### src/rtl/pipe_ctrl.sv
// pipe_ctrl: pipeline hazard and interrupt-entry controller for a 5-stage pipe.
// Generates stage write enables and flushes, steers the PC on interrupt
// vectoring and ERET, and tracks pending interrupts and the global enable IE.
// Optional feature macro: PIPE_CTRL_LOAD_USE_EN enables the load-use stall
// detector; without it the load/register inputs are ignored.
module pipe_ctrl (
  input  logic       clk,
  input  logic       rst,
  input  logic       LoadInEx,
  input  logic [4:0] RdEx,
  input  logic [4:0] RsId,
  input  logic [4:0] RtId,
  input  logic       BranchTaken,
  input  logic       EretInId,
  input  logic [3:0] IntReq,
  input  logic [3:0] IntMask,
  input  logic       IeWr,
  input  logic       IeWrData,
  output logic       PCWrite,
  output logic       IfIdWrite,
  output logic       IdExWrite,
  output logic       ExMeWrite,
  output logic       MeWbWrite,
  output logic       IfIdClear,
  output logic       IdExClear,
  output logic       ExMeClear,
  output logic       MeWbClear,
  output logic [1:0] PCSrcOvr,
  output logic       EpcWrite,
  output logic [3:0] IntAck,
  output logic [1:0] IntCause,
  output logic       IeOut
);

  typedef enum logic [1:0] {
    RUN   = 2'd0,
    DRAIN = 2'd1,
    FLUSH = 2'd2,
    VECT  = 2'd3
  } state_t;

  localparam logic [1:0] OVR_NONE = 2'b00;
  localparam logic [1:0] OVR_VEC  = 2'b01;
  localparam logic [1:0] OVR_EPC  = 2'b10;

  state_t     state_q, state_d;
  logic       drain_cnt_q, drain_cnt_d;
  logic [3:0] int_pend_q, int_pend_d;
  logic [1:0] int_cause_q, int_cause_d;
  logic       ie_q, ie_d;

  logic [3:0] int_live;
  logic       int_any;
  logic [1:0] int_win;
  logic       load_use;
  logic       stall_run;

`ifdef PIPE_CTRL_LOAD_USE_EN
  // Load in EX whose destination feeds an ID source: hold one bubble.
  assign load_use = LoadInEx && (RdEx != 5'd0) &&
                    ((RdEx == RsId) || (RdEx == RtId));
`else
  logic unused_load_use_inputs;
  assign load_use               = 1'b0;
  assign unused_load_use_inputs = ^{LoadInEx, RdEx, RsId, RtId};
`endif

  // A taken branch squashes the dependent instruction anyway, and ERET reads
  // no general registers, so either one cancels the stall for that cycle.
  assign stall_run = load_use && !BranchTaken && !EretInId;

  assign int_live = int_pend_q & IntMask;
  assign int_any  = |int_live;

  // Lowest-numbered unmasked pending line wins.
  always_comb begin
    int_win = 2'd0;
    if (int_live[0])      int_win = 2'd0;
    else if (int_live[1]) int_win = 2'd1;
    else if (int_live[2]) int_win = 2'd2;
    else if (int_live[3]) int_win = 2'd3;
  end

  // Next-state, register updates and all pipeline control outputs.
  always_comb begin
    state_d     = state_q;
    drain_cnt_d = drain_cnt_q;
    int_cause_d = int_cause_q;
    ie_d        = ie_q;

    PCWrite   = 1'b1;
    IfIdWrite = 1'b1;
    IdExWrite = 1'b1;
    ExMeWrite = 1'b1;
    MeWbWrite = 1'b1;
    IfIdClear = 1'b0;
    IdExClear = 1'b0;
    ExMeClear = 1'b0;
    MeWbClear = 1'b0;
    PCSrcOvr  = OVR_NONE;
    EpcWrite  = 1'b0;
    IntAck    = 4'b0000;
    IntCause  = int_cause_q;

    if (IeWr) ie_d = IeWrData;

    case (state_q)
      RUN: begin
        if (BranchTaken) begin
          PCWrite   = 1'b1;
          IfIdClear = 1'b1;
          IdExClear = 1'b1;
        end else if (EretInId) begin
          PCSrcOvr  = OVR_EPC;
          IfIdClear = 1'b1;
          ie_d      = 1'b1;
        end else if (stall_run) begin
          PCWrite   = 1'b0;
          IfIdWrite = 1'b0;
          IdExClear = 1'b1;
        end
        if (ie_q && int_any && !BranchTaken && !EretInId && !stall_run) begin
          state_d     = DRAIN;
          drain_cnt_d = 1'b0;
        end
      end

      DRAIN: begin
        // Freeze fetch/decode and feed bubbles so EX and MEM retire.
        PCWrite   = 1'b0;
        IfIdWrite = 1'b0;
        IdExClear = 1'b1;
        if (drain_cnt_q) begin
          state_d     = FLUSH;
          drain_cnt_d = 1'b0;
        end else begin
          drain_cnt_d = 1'b1;
        end
      end

      FLUSH: begin
        if (int_any) begin
          PCWrite     = 1'b0;
          IfIdClear   = 1'b1;
          IdExClear   = 1'b1;
          ExMeClear   = 1'b1;
          EpcWrite    = 1'b1;
          IntCause    = int_win;
          int_cause_d = int_win;
          state_d     = VECT;
        end else begin
          // Request masked off while draining: keep the frozen ID
          // instruction intact and resume normally.
          PCWrite   = 1'b0;
          IfIdWrite = 1'b0;
          IdExClear = 1'b1;
          state_d   = RUN;
        end
      end

      VECT: begin
        PCSrcOvr = OVR_VEC;
        PCWrite  = 1'b1;
        IfIdClear = 1'b1;
        IntAck   = 4'b0001 << int_cause_q;
        ie_d     = 1'b0;
        state_d  = RUN;
      end

      default: begin
        state_d = RUN;
      end
    endcase

    if (rst) begin
      PCWrite   = 1'b0;
      IfIdWrite = 1'b0;
      IdExWrite = 1'b0;
      ExMeWrite = 1'b0;
      MeWbWrite = 1'b0;
      IfIdClear = 1'b1;
      IdExClear = 1'b1;
      ExMeClear = 1'b1;
      MeWbClear = 1'b1;
      PCSrcOvr  = OVR_NONE;
      EpcWrite  = 1'b0;
      IntAck    = 4'b0000;
      IntCause  = int_cause_q;
    end

    int_pend_d = (int_pend_q | IntReq) & ~IntAck;
  end

  // State, drain counter, pending lines, cause and IE registers.
  always_ff @(posedge clk) begin
    if (rst) begin
      state_q     <= RUN;
      drain_cnt_q <= 1'b0;
      int_pend_q  <= 4'b0000;
      int_cause_q <= 2'd0;
      ie_q        <= 1'b0;
    end else begin
      state_q     <= state_d;
      drain_cnt_q <= drain_cnt_d;
      int_pend_q  <= int_pend_d;
      int_cause_q <= int_cause_d;
      ie_q        <= ie_d;
    end
  end

  assign IeOut = ie_q;

endmodule

### config.mk
export PLATFORM = sky130hd
export DESIGN_NAME = pipe_ctrl
export DESIGN_NICKNAME = d
export VERILOG_FILES = /design/src/rtl/pipe_ctrl.sv
export SDC_FILE = /design/constraint.sdc
export NUM_CORES = 1
export LEC_CHECK = 0
export CAP_MARGIN = 20
export CORE_MARGIN = 4
export CORE_UTILIZATION = 36
export CTS_CLUSTER_SIZE = 12
export DETAILED_ROUTE_END_ITERATION = 10
export PLACE_DENSITY = 0.83
export SYNTH_ARGS = -nofsm -noshare
export SYNTH_HDL_FRONTEND = slang
export SYNTH_SLANG_ARGS = --single-unit
export TNS_END_PERCENT = 10
### constraint.sdc
create_clock -name clk -period 2.8 [get_ports clk]
set_clock_uncertainty 0.05 [all_clocks]
set_input_delay 0.56 -clock clk [delete_from_list [all_inputs] [get_ports clk]]
set_output_delay 0.56 -clock clk [all_outputs]
set_load 0.02 [all_outputs]
Yosys cells after proc, flatten, opt, wreduce, memory -nomap -nowiden
Index checks and enable logic that the tools add are counted.

Register bits after elaboration: 10. Bits in latches: 0. Bits in writable memories: 0. Bits in read-only memories: 0. Input bits: 30. Output and inout port bits: 19. Word-level logic and storage cells: 68. Memories kept: 0.

Add/subtract/negate cells: 0. Multipliers: 0. Divide/modulo/power cells: 0. Order comparisons: 0. Equal/unequal tests: 5. Shift-type cells: 1. Muxes and demuxes: 41. Bitwise operators: 4. Reduce and logical (&&, ||, !) cells: 12.

Operators by type and width (number): $mux W2 (13); $mux W1 (18); $pmux W1 S2 (5); $and A4 B4 Y4 (2); $mux W4 (2); $pmux W2 S4 (1); $eq A2 B2 Y1 const B (2); $ne A2 B2 Y1 const B (2); $not A4 Y4 (1); $or A4 B4 Y4 (1); $pmux W2 S2 (1); $reduce_and A2 Y1 (2); $reduce_or A2 Y1 (2); $reduce_or A4 Y1 (1); $shl A1 B2 Y4 const A (1); $logic_and A1 B1 Y1 (3); $pmux W1 S3 (1); $eq A2 B1 Y1 const B (1); $logic_not A1 Y1 (2); $logic_not A2 Y1 (1); $reduce_bool A2 Y1 (1).

Longest topological paths before layout
Depth in word-level cells: 8. Depth in mapped cells: 6. Gate-level depth less buffers: 6.

Worst setup path after synthesis
Ideal clock, no wire load.

Kind: input to output. Start: input rst. End: output IntAck[0]. Arrival time: 1.770 ns. Required time: 2.190 ns. Path slack: 0.420 ns. Cell stages on the path: 3. Path buffers: 1. Path through: buf_2 > nor2b_1 > nor3b_1.

Cells in the longest elaborated chain, start to end: 1.

Ends and longest elaborated chain: from (decl) (line 8) `input logic rst,`; $mux W4 (line 175) `if (rst) begin`; to (decl) (line 30) `output logic [3:0] IntAck,`.

Every way passes these cells.

Final worst setup path
Start: input rst. End: output IntAck[3].

The elaborated chain is that of the path after synthesis.

==> metrics.txt <==
status=finished, final reports clean; num ports=49; net switching power=0.2181 mW; Core Area=around 1800 µm²; DIE WIDTH=roughly 52 µm; fin cells=approximately 150; cell area after synthesis=slightly below 700 µm²; clock-pin slew on the worst setup and hold paths=0.07 ns; internal power=approximately 0.34 mW; met1 GRT Util=19.02%; PortBufs=32; Clk pwr share=17.4%; global route overflow=0; Post-Syn Nets=approximately 120; DIE AREA=2683 µm²; worst setup margin=just over 0.07 ns; Detailed Place HPWL=roughly 1600 µm; hold buffers post-CTS=0; CP arrival=roughly 2.1 ns; maximum vdd drop=341.4 µV; hold crit path type=register to register; synth unique cells=31; RSZ-0062 raised after global routing=yes; Fill cells=roughly 160; syn avg cell area=8.321 µm²; CTS tree=built; H-tree depth=1; min Tclk post-route=2.728 ns; Final Hold Slack=0.4410 ns; Starting Density=slightly below 40%; commonest non-fill, non-tap cell in the layout=clkdlybuf4s50_1; share of Yosys cell area claimed by the top area cell type=28.99%; Area Overhead vs Synth=62.32%; fraction of layout cells with a size suffix above 1=16.94%; top cells by area, synth=dfxtp_1, ha_1, nor2_1; diodes inserted=0; Pre-antenna DRT Iters=4; Worst path most repeated cell=clkdlybuf4s50_1; Hold Vio Cnt, Final=0; Worst-Margin Slew=roughly 0.29 ns; GRT Max-Usage Layer=met2; crit path cell chain=clkdlybuf4s50_1 > nor2b_1 > buf_4 > and3_1 > clkdlybuf4s50_1; CTS Root Cell=clkbuf_4; Slew HR=80.84%; gp weighted congestion=~0.84; via/cell ratio=~5.1; met2 Usage GRT=approximately 28%; register share of total power=a little under a third; YS warnings=0; first-pass GRT wire length=approximately 3200 µm; CP max stage delay=0.61 ns; Total Nets Final=162; Final Cycle Share=between 90% and 100%; total CTS buffers=3; dpl ws=-0.1482 ns; Worst Setup Path Type=primary input to output pin; Placed Cells incl. Taps=approximately 150; TritonCTS Sinks=10; All-Layer GR Usage=16.10%; Worst setup SP type=primary input; Final Routed Wirelength=~2000 µm; initial DRC count=11; initial antenna violation count=0; Crit Path Max Fanout=4; Critical Path RT=approximately 2.2 ns; pwr dens=500.2 nW/µm²; Switching Share=38.90%; Worst setup EP type=output pin; pin count of the biggest net entering global routing=9; Max-Cap Viols=0; # rows=15; vias in the first global route=slightly below 800; DR DRC count=0; Gate power share=just over 50%; Max Slew Vio Count=0; Leak Pwr=approximately 0.55 nW; Synth Register Bits=10; Max Freq=between 300 and 400 MHz; latest clock arrival within the worst-skew pair=roughly 0.27 ns; met3 usage=between 4 and 5%; Vias=753; final core occ=between 60% and 70%; final setup vio count=0; post-route ant nets=0; Seq/Total Area, Yosys=between 20 and 30%; CTS max path bufs=2; CP max stage cell=clkdlybuf4s50_1; Total Neg Setup Slack=0 ns; post-synthesis cell count=83; WL/cell=13.25 µm; most frequent cells in the layout=clkdlybuf4s50_1, nor2_1, buf_4; Chip Height=51.80 µm; cell taking the most area after synthesis=dfxtp_1
==> worst max-delay path: cells and delay by family <==
kind                   cells  cell delay (ns)
buffers and inverters      3             1.20
AND/OR/NAND/NOR            2             0.36
==> layout make-up <==
cell class                      count  area, µm²  area share (%)
Timing Repair Buffer               43      407.9           36.38
Inverter                            4      15.01           1.339
Tap cell                           25      31.28           2.790
Sequential cell                    10      200.2           17.86
Multi-Input combinational cell     64      444.2           39.62
Clock buffer                        3      22.52           2.009
==> cell usage after synthesis <==
cell type and number:
or3b_2 1, inv_1 4, a2111oi_2 1, and4b_1 1, nor3b_1 1, ha_1 6
o211ai_1 1, a22o_4 1, a21o_1 1, and3_1 1, o21ai_0 5, a32o_1 1
a21oi_1 4, mux2i_1 1, and3b_1 1, a21o_2 1, o211ai_4 1, o21a_1 1
a21bo_2 1, nor3_1 5, o32ai_1 1, nand2_1 6, clkbuf_1 1, nor2b_1 2
a211oi_1 4, a22o_2 1, dfxtp_1 10, buf_2 1, nand3_1 2, nor2_1 13
buf_4 3
==> worst paths after layout <==
path,slack (ns),to,cells after the start,startpoint
setup / recovery,0.07,IntAck[3],5,rst
hold / removal,0.44,drain_cnt_q,2,drain_cnt_q
setup reg to reg,1.13,IeOut,4,state_q[0]
hold reg to reg,0.44,drain_cnt_q,2,drain_cnt_q
==> power groups by stage <==
stage                     registers [mW]  clock network (mW)  logic, mW
after floorplan                    0.182                   0      0.174
after global placement             0.180                   0      0.282
after detailed placement           0.181                   0      0.290
after CTS                          0.178               0.101      0.288
after global routing               0.181               0.111      0.311
final                              0.178              0.0974      0.286
==> kinds of logic (layout without fill, tap and decap cells) <==
group	after synthesis	count (layout)	share of synthesized area [%]
flops	10	10	28.99
fa+ha+maj	6	6	10.87
simple gates	33	33	23.19
buf+inv	9	50	6.701
mux	1	1	1.449
compound gates	24	24	28.81
==> flip-flops by register name, indices dropped and copies added (netlist names) <==
signal and count:
drain_cnt_q 1, IeOut 1, int_cause_q 2, state_q 2, int_pend_q 4
==> per-layer routing <==
metal / routed length, µm / part of all wire, % / vias up
met5: 0 / 0 / -
met4: 16 / 0.81 / 0
met3: 107 / 5.4 / 2
met2: 961 / 49 / 24
met1: 889 / 45 / 347
li1: - / - / 380
==> metrics by stage <==
stage          area, µm²  power [mW]
2_1_floorplan      690.7      0.3568
3_3_place_gp        1094      0.4622
3_5_place_dp        1094      0.4705
4_1_cts             1110      0.5662
5_1_grt             1121      0.6020
6_report            1121      0.5608
==> repair_timing <==
action | CTS | global route
resized for setup | 6 | 5
setup endpoints to repair | 5 | 5
hold endpoints to repair | 0 | 0
setup buffers | 0 | 0
Note: power is estimated with default switching activity, not from simulation.
